`src/rtl/data_cache_if.sv`:
```
// Data cache port bundle: CPU-side load/store request and response,
// plus the backing-memory request/ack bus.
interface data_cache_if #(
    parameter int ADDR_BITS  = 32,
    parameter int LINE_BYTES = 16
);
    logic [ADDR_BITS-1:0]    addr;
    logic [63:0]             data_in;
    logic                    rd_en;
    logic                    wr_en;
    logic [1:0]              size;
    logic                    sign_ext;
    logic                    flush;
    logic [63:0]             data_out;
    logic                    stall;
    logic                    misalign;
    logic                    mem_req;
    logic                    mem_we;
    logic [ADDR_BITS-1:0]    mem_addr;
    logic [63:0]             mem_wdata;
    logic [7:0]              mem_wstrb;
    logic [LINE_BYTES*8-1:0] mem_rdata;
    logic                    mem_ack;
    logic [31:0]             hit_count;
    logic [31:0]             miss_count;

    modport slave (
        input  addr, data_in, rd_en, wr_en, size, sign_ext, flush,
        input  mem_rdata, mem_ack,
        output data_out, stall, misalign,
        output mem_req, mem_we, mem_addr, mem_wdata, mem_wstrb,
        output hit_count, miss_count
    );

    modport master (
        output addr, data_in, rd_en, wr_en, size, sign_ext, flush,
        output mem_rdata, mem_ack,
        input  data_out, stall, misalign,
        input  mem_req, mem_we, mem_addr, mem_wdata, mem_wstrb,
        input  hit_count, miss_count
    );
endinterface

```
`src/rtl/data_cache.sv`:
```
// Direct-mapped, write-through, no-write-allocate data cache.
// Big-endian line storage: byte offset 0 sits in the line MSBs.
module data_cache #(
    parameter int ADDR_BITS  = 32,
    parameter int LINES      = 16,
    parameter int LINE_BYTES = 16
) (
    input logic         clk,
    input logic         reset,
    data_cache_if.slave bus
);
    localparam int OFF_BITS = $clog2(LINE_BYTES);
    localparam int IDX_BITS = $clog2(LINES);
    localparam int TAG_BITS = ADDR_BITS - OFF_BITS - IDX_BITS;
    localparam int LINE_W   = LINE_BYTES * 8;
    localparam int DWORDS   = LINE_BYTES / 8;

    typedef enum logic [1:0] {IDLE, FILL, WRITE} state_t;

    state_t state_q, state_d;

    logic [LINES-1:0]    valid_q;
    logic [TAG_BITS-1:0] tag_q  [LINES];
    logic [LINE_W-1:0]   data_q [LINES];
    logic [31:0]         hit_q, miss_q;

    logic [OFF_BITS-1:0] offset;
    logic [IDX_BITS-1:0] idx;
    logic [TAG_BITS-1:0] tag;
    logic [2:0]          lane;

    assign offset = bus.addr[OFF_BITS-1:0];
    assign idx    = bus.addr[OFF_BITS +: IDX_BITS];
    assign tag    = bus.addr[ADDR_BITS-1 -: TAG_BITS];
    assign lane   = bus.addr[2:0];

    logic [3:0] nbytes;
    logic [2:0] amask;
    logic       req, mis, hit, load_ok;

    assign nbytes  = 4'd1 << bus.size;
    assign amask   = 3'(nbytes - 4'd1);
    assign req     = bus.rd_en | bus.wr_en;
    assign mis     = req & (|(lane & amask));
    assign hit     = valid_q[idx] & (tag_q[idx] == tag);
    assign load_ok = (state_q == IDLE) & ~bus.flush & bus.rd_en
                   & ~bus.wr_en & ~mis;

    // Right shift that brings the addressed field down to bit 0
    logic [6:0] sh;
    assign sh = 7'd64 - {1'b0, lane, 3'b000} - {nbytes, 3'b000};

    logic [63:0] dw, raw, ld_val, fmask, wdata;
    logic [7:0]  sbase, wstrb;

    always_comb begin
        dw = '0;
        for (int k = 0; k < DWORDS; k++) begin
            if ((int'(offset) >> 3) == k)
                dw = data_q[idx][LINE_W-1-64*k -: 64];
        end
    end

    assign raw = dw >> sh;

    always_comb begin
        ld_val = raw;
        fmask  = '1;
        sbase  = 8'hFF;
        unique case (bus.size)
            2'd0: begin
                ld_val = {{56{bus.sign_ext & raw[7]}}, raw[7:0]};
                fmask  = 64'hFF;
                sbase  = 8'h01;
            end
            2'd1: begin
                ld_val = {{48{bus.sign_ext & raw[15]}}, raw[15:0]};
                fmask  = 64'hFFFF;
                sbase  = 8'h03;
            end
            2'd2: begin
                ld_val = {{32{bus.sign_ext & raw[31]}}, raw[31:0]};
                fmask  = 64'hFFFF_FFFF;
                sbase  = 8'h0F;
            end
            2'd3: begin
                ld_val = raw;
                fmask  = '1;
                sbase  = 8'hFF;
            end
        endcase
    end

    assign wstrb = sbase << (4'd8 - {1'b0, lane} - nbytes);
    assign wdata = (bus.data_in & fmask) << sh;

    always_ff @(posedge clk) begin
        if (reset) state_q <= IDLE;
        else       state_q <= state_d;
    end

    always_comb begin
        state_d = state_q;
        unique case (state_q)
            IDLE: begin
                if (!bus.flush && req && !mis) begin
                    if (bus.wr_en)  state_d = WRITE;
                    else if (!hit)  state_d = FILL;
                end
            end
            FILL:    if (bus.mem_ack) state_d = IDLE;
            WRITE:   if (bus.mem_ack) state_d = IDLE;
            default: state_d = IDLE;
        endcase
    end

    always_comb begin
        bus.stall     = 1'b0;
        bus.mem_req   = 1'b0;
        bus.mem_we    = 1'b0;
        bus.mem_addr  = '0;
        bus.mem_wdata = '0;
        bus.mem_wstrb = '0;
        bus.data_out  = '0;
        unique case (state_q)
            IDLE: begin
                // A flush wins the cycle; the request replays next cycle
                if (bus.flush) begin
                    bus.stall = req;
                end else if (req && !mis) begin
                    if (bus.wr_en)   bus.stall    = 1'b1;
                    else if (hit)    bus.data_out = ld_val;
                    else             bus.stall    = 1'b1;
                end
            end
            FILL: begin
                bus.stall    = 1'b1;
                bus.mem_req  = 1'b1;
                bus.mem_addr = {bus.addr[ADDR_BITS-1:OFF_BITS],
                                {OFF_BITS{1'b0}}};
            end
            WRITE: begin
                bus.stall     = ~bus.mem_ack;
                bus.mem_req   = 1'b1;
                bus.mem_we    = 1'b1;
                bus.mem_addr  = {bus.addr[ADDR_BITS-1:3], 3'b000};
                bus.mem_wdata = wdata;
                bus.mem_wstrb = wstrb;
            end
            default: ;
        endcase
    end

    assign bus.misalign   = mis;
    assign bus.hit_count  = hit_q;
    assign bus.miss_count = miss_q;

    always_ff @(posedge clk) begin
        if (reset) begin
            valid_q <= '0;
            hit_q   <= '0;
            miss_q  <= '0;
        end else begin
            if (state_q == IDLE && bus.flush)
                valid_q <= '0;
            else if (state_q == FILL && bus.mem_ack)
                valid_q[idx] <= 1'b1;
            if (load_ok && hit && hit_q != '1)
                hit_q <= hit_q + 32'd1;
            if (load_ok && !hit && miss_q != '1)
                miss_q <= miss_q + 32'd1;
        end
    end

    // Tag/data arrays carry no reset; the valid bits guard them
    always_ff @(posedge clk) begin
        if (state_q == FILL && bus.mem_ack) begin
            data_q[idx] <= bus.mem_rdata;
            tag_q[idx]  <= tag;
        end else if (state_q == WRITE && bus.mem_ack && hit) begin
            for (int i = 0; i < LINE_BYTES; i++) begin
                if ((i / 8) == (int'(offset) / 8) && wstrb[7 - (i % 8)])
                    data_q[idx][LINE_W-1-8*i -: 8] <=
                        wdata[63-8*(i%8) -: 8];
            end
        end
    end
endmodule

```
`src/flat_wrapper.sv`:
```
// flat-port wrapper written by rule: the top's interface ports become plain ports
module data_cache_flat 
#(
    parameter int ADDR_BITS  = 32,
    parameter int LINES      = 16,
    parameter int LINE_BYTES = 16
)
  (clk, reset, bus_addr, bus_data_in, bus_rd_en, bus_wr_en, bus_size, bus_sign_ext, bus_flush, bus_mem_rdata, bus_mem_ack, bus_data_out, bus_stall, bus_misalign, bus_mem_req, bus_mem_we, bus_mem_addr, bus_mem_wdata, bus_mem_wstrb, bus_hit_count, bus_miss_count);
  data_cache_if #(.ADDR_BITS(ADDR_BITS), .LINE_BYTES(LINE_BYTES)) bus_i ();
  input logic clk;
  input logic reset;
  input wire logic [$bits(bus_i.addr)-1:0] bus_addr;
  input wire logic [$bits(bus_i.data_in)-1:0] bus_data_in;
  input wire logic [$bits(bus_i.rd_en)-1:0] bus_rd_en;
  input wire logic [$bits(bus_i.wr_en)-1:0] bus_wr_en;
  input wire logic [$bits(bus_i.size)-1:0] bus_size;
  input wire logic [$bits(bus_i.sign_ext)-1:0] bus_sign_ext;
  input wire logic [$bits(bus_i.flush)-1:0] bus_flush;
  input wire logic [$bits(bus_i.mem_rdata)-1:0] bus_mem_rdata;
  input wire logic [$bits(bus_i.mem_ack)-1:0] bus_mem_ack;
  output wire logic [$bits(bus_i.data_out)-1:0] bus_data_out;
  output wire logic [$bits(bus_i.stall)-1:0] bus_stall;
  output wire logic [$bits(bus_i.misalign)-1:0] bus_misalign;
  output wire logic [$bits(bus_i.mem_req)-1:0] bus_mem_req;
  output wire logic [$bits(bus_i.mem_we)-1:0] bus_mem_we;
  output wire logic [$bits(bus_i.mem_addr)-1:0] bus_mem_addr;
  output wire logic [$bits(bus_i.mem_wdata)-1:0] bus_mem_wdata;
  output wire logic [$bits(bus_i.mem_wstrb)-1:0] bus_mem_wstrb;
  output wire logic [$bits(bus_i.hit_count)-1:0] bus_hit_count;
  output wire logic [$bits(bus_i.miss_count)-1:0] bus_miss_count;
  assign bus_i.addr = bus_addr;
  assign bus_i.data_in = bus_data_in;
  assign bus_i.rd_en = bus_rd_en;
  assign bus_i.wr_en = bus_wr_en;
  assign bus_i.size = bus_size;
  assign bus_i.sign_ext = bus_sign_ext;
  assign bus_i.flush = bus_flush;
  assign bus_i.mem_rdata = bus_mem_rdata;
  assign bus_i.mem_ack = bus_mem_ack;
  assign bus_data_out = bus_i.data_out;
  assign bus_stall = bus_i.stall;
  assign bus_misalign = bus_i.misalign;
  assign bus_mem_req = bus_i.mem_req;
  assign bus_mem_we = bus_i.mem_we;
  assign bus_mem_addr = bus_i.mem_addr;
  assign bus_mem_wdata = bus_i.mem_wdata;
  assign bus_mem_wstrb = bus_i.mem_wstrb;
  assign bus_hit_count = bus_i.hit_count;
  assign bus_miss_count = bus_i.miss_count;
  data_cache #(.ADDR_BITS(ADDR_BITS), .LINES(LINES), .LINE_BYTES(LINE_BYTES)) u_core (.clk(clk), .reset(reset), .bus(bus_i));
endmodule
```
`config.mk`:
```
export PLATFORM = sky130hd
export DESIGN_NAME = data_cache_flat
export DESIGN_NICKNAME = d
export VERILOG_FILES = /design/src/rtl/data_cache_if.sv /design/src/rtl/data_cache.sv /design/src/flat_wrapper.sv
export SDC_FILE = /design/constraint.sdc
export NUM_CORES = 2
export LEC_CHECK = 0
export CAP_MARGIN = 20
export CORE_MARGIN = 3
export CORE_UTILIZATION = 30
export DETAILED_ROUTE_END_ITERATION = 7
export GPL_TIMING_DRIVEN = 0
export PLACE_DENSITY = 0.55
export SETUP_SLACK_MARGIN = 0.05
export SYNTH_ARGS = -nofsm -noshare
export SYNTH_HDL_FRONTEND = slang
export SYNTH_SLANG_ARGS = --single-unit
```
`constraint.sdc`:
```
create_clock -name clk -period 5.2 [get_ports clk]
set_input_delay 0.52 -clock clk [delete_from_list [all_inputs] [get_ports clk]]
set_output_delay 0.52 -clock clk [all_outputs]
set_load 0.01 [all_outputs]
```
==> results by group <==
Logic synthesis
  • Most used DFF post-synth: edfxtp_1
  • Synth Warn #: 0
  • EDFF count, synth: 2,432
  • Netlist cell types: 87
  • Seq/Total Area, Yosys: 70.66%
  • Mapped cell area: 105,700 µm²
  • Yosys reg bits: 2,514
  • Cells after synthesis: 5,722
  • Async set-reset flop share out of synthesis: 0%
  • Synthesized area per cell: 18.47 µm²

Floorplan
  • Die Y: 599.5 µm
  • Die Width: 599.5 µm
  • IO Count: 469
  • Die footprint: 359,400 µm²
  • Row count: 217
  • Core region area: 350,000 µm²
  • Initial core utilization: 30.19%

Drt
  • ANT nets after route: 0
  • 1st-pass router iterations: 8
  • WL per Instance: 41.31 µm
  • WL final: 476,200 µm
  • Vias/cell: 5.826
  • Vias: 67.17k
  • Remaining DRCs: 0
  • Starting DRT DRC Count: 10.27k

Run
  • Max-Cap Viols: 0

CTS
  • TritonCTS clock tree: built
  • CTS Buf Count: 248
  • Worst-Skew Late Latency: 950 ps
  • Number of hold buffers added after cts: 0
  • Clock buffer depth: 4
  • H-tree depth: 4
  • Clk slew on worst S/H paths: 60 ps
  • CTS root buffer: clkbuf_16
  • Clock sinks: 2,514

Finish
  • Fraction of layout cells with a size suffix above 1: 30.73%
  • Fillcell total: 32.03k
  • Post-route design area: 130,900 µm²
  • Layout area overhead: 23.92%
  • Nets: 6,933

Placement
  • Placed inst area: 118,300 µm²
  • Routability Congestion: 1.001
  • Post-DP HPWL: 347,700 µm
  • PortBufs: 460

Hold path
  • HP Class: primary input to flop

Timing
  • Setup WS post-layout: -213.3 ps
  • Fmax achieved: 184.7 MHz
  • Max_slew headroom: 16.27%
  • Fin crit share: 104.1%
  • RSZ-0062 raised after global routing: yes
  • Slew of the pin with the lowest slew margin: 1251 ps
  • Final count of hold timing violations: 0
  • Final setup violation count: 72
  • Slew Viols, Final: 0
  • Clock Skew: 111.6 ps
  • Min Clock Period, post-route: 5413 ps

Global routing
  • Largest net degree at the start of global routing: 24
  • Initial antenna violation count: 66
  • Vias in the first global route: 63.27k
  • Total GRT Usage: 25.80%
  • Global-route wire length before repair: 612,100 µm
  • Total global routing overflow: 0

Pwr
  • Leak: 0.04117 µW
  • Power Density: 348.9 nW/µm²
  • Overall Power: 45,690 µW
  • Worst vdd ir: 0.0002987 V

Critical path
  • Worst setup EP type: output pin
  • Crit Path Category: primary input to output pin
  • CP Max Fanout: 11
  • WP data arrival: 4890 ps
  • Worst setup SP type: primary input
  • Reg2Reg Setup Slack: -130 ps
  • Critical Path RT: 4680 ps

Run status
  • Failing checks: negative setup slack
  • Outcome: finished with violations
routing by layer:
metal	up-vias	share of wire [%]	track usage (%)
met5	-	0.045	0
met4	26	7.4	15.44
met3	1110	12	8.926
met2	4931	45	39.42
met1	35790	36	31.51
li1	25310	-	-
cell type report:
cell class	instances	area, µm²	share of cell area (%)
diodes	54	135.1	0.1032
plain buffers	365	3714	2.836
clock buffers	292	6392	4.882
clock inverters	149	1416	1.082
inverters	27	130.1	0.09937
multi-input cells	2813	31180	23.81
flip-flops and latches	2514	74670	57.02
well taps	4599	5754	4.394
repair buffers	715	7551	5.766
registers in the layout (all words and copies together) (netlist names):
| signal | flops |
|---|---|
| u_core.data_q | 2048 |
| u_core.tag_q | 384 |
| u_core.state_q | 2 |
| u_core.bus.hit_count | 32 |
| u_core.valid_q | 16 |
| u_core.bus.miss_count | 32 |
synth_stat cells (all sizes together), types with 18 or more instances:
master / n / area share, %
a211oi: 36 / 0.26
buf: 209 / 1.3
o211ai: 18 / 0.13
a21oi: 117 / 0.55
mux4: 679 / 14
a22oi: 44 / 0.31
a221oi: 18 / 0.16
a31oi: 68 / 0.40
mux2i: 195 / 1.8
o21ai: 103 / 0.49
nand4: 37 / 0.42
mux2: 181 / 1.9
nand3: 45 / 0.21
inv: 22 / 0.078
or3: 24 / 0.14
dfxtp: 82 / 1.6
nor2: 522 / 1.9
nor3: 51 / 0.24
xnor2: 19 / 0.16
and2: 74 / 0.44
nor2b: 34 / 0.20
edfxtp: 2432 / 69
clkbuf: 161 / 0.57
and3: 49 / 0.29
nand2: 262 / 0.93
logic make-up after synthesis:
family,after synthesis,share of synthesized area (%)
buffers and inverters,397,2.003
adders and majority gates,16,0.1966
xor gates and xnor gates,37,0.3197
and+or+nand+nor,1183,5.348
other,1,0.003549
muxes,1055,18.25
AOI/OAI and AO/OA,519,3.218
DFF,2514,70.66
power breakdown:
part	switching, µW	internal, µW	total, µW
combinational	3820	1720	5530
clock	7940	10000	17900
sequential	5.49	22200	22200
total	11800	33900	45700
worst max-delay path, stage by stage:
cell           delay, ps
clkbuf_2             640
clkbuf_2             570
buf_4                540
clkbuf_4             670
clkbuf_4             530
o21ai_1              220
a211oi_1             270
a21oi_1              100
a211oi_4             350
dlygate4sd2_1        330
cell usage in the layout (no fill, tap or decap), types with 18 or more instances in the layout:
cell and instances:
nor2b_1 34, a31oi_4 30, clkbuf_2 51, clkbuf_16 252, dfxtp_1 82, o211ai_1 18
and2_1 71, mux2_1 72, clkinv_1 60, a31oi_1 28, bufinv_16 26, nor2_2 100
diode_2 54, buf_6 167, and3_1 48, clkbuf_4 23, clkinv_2 39, nand4_1 23
mux4_2 679, a22oi_1 36, clkbuf_1 111, buf_8 66, buf_16 22, mux2_2 108
buf_12 75, a21oi_1 89, nor3_1 45, mux2i_1 170, o21ai_0 64, edfxtp_1 2432
nand2_1 257, or3_1 23, buf_2 30, nor2_1 381, buf_4 145, clkdlybuf4s50_1 392
nand3_1 45, nor2_4 41, o21ai_2 18
worst paths after layout:
check / from / endpoint / cells past startpoint
setup / recovery: bus_addr[3] / bus_data_out[1] / 10
hold / removal: bus_wr_en / u_core.state_q[1]$_SDFFE_PP0P_ / 3
setup reg to reg: u_core.tag_q[15][1]$_DFFE_PP_ / u_core.data_q[3][26]$_DFFE_PP_ / 12
hold reg to reg: u_core.valid_q[1]$_SDFFE_PP0P_ / u_core.valid_q[1]$_SDFFE_PP0P_ / 2
repair_timing:
item	CTS	global route
setup endpoints to repair	4373	1007
resized for setup	989	271
pin swaps	25	18
setup buffers	27	43
metrics by stage:
step                setup WS, ps  hold slack, ps  setup TNS (ps)  instances  utilization (%)
global placement           -5649           454.8               -      10780            33.16
floorplan                  326.8           434.8               0       5724                -
CTS                       -292.7           296.9          -21070      11400            36.89
detailed placement         -4318           461.9        -8964400      10940            33.80
finish                    -213.3           345.5           -6498      11530            37.42
global route              -205.8           393.4           -9963      11500            37.40
No activity file was read; power rests on OpenSTA's default activity.
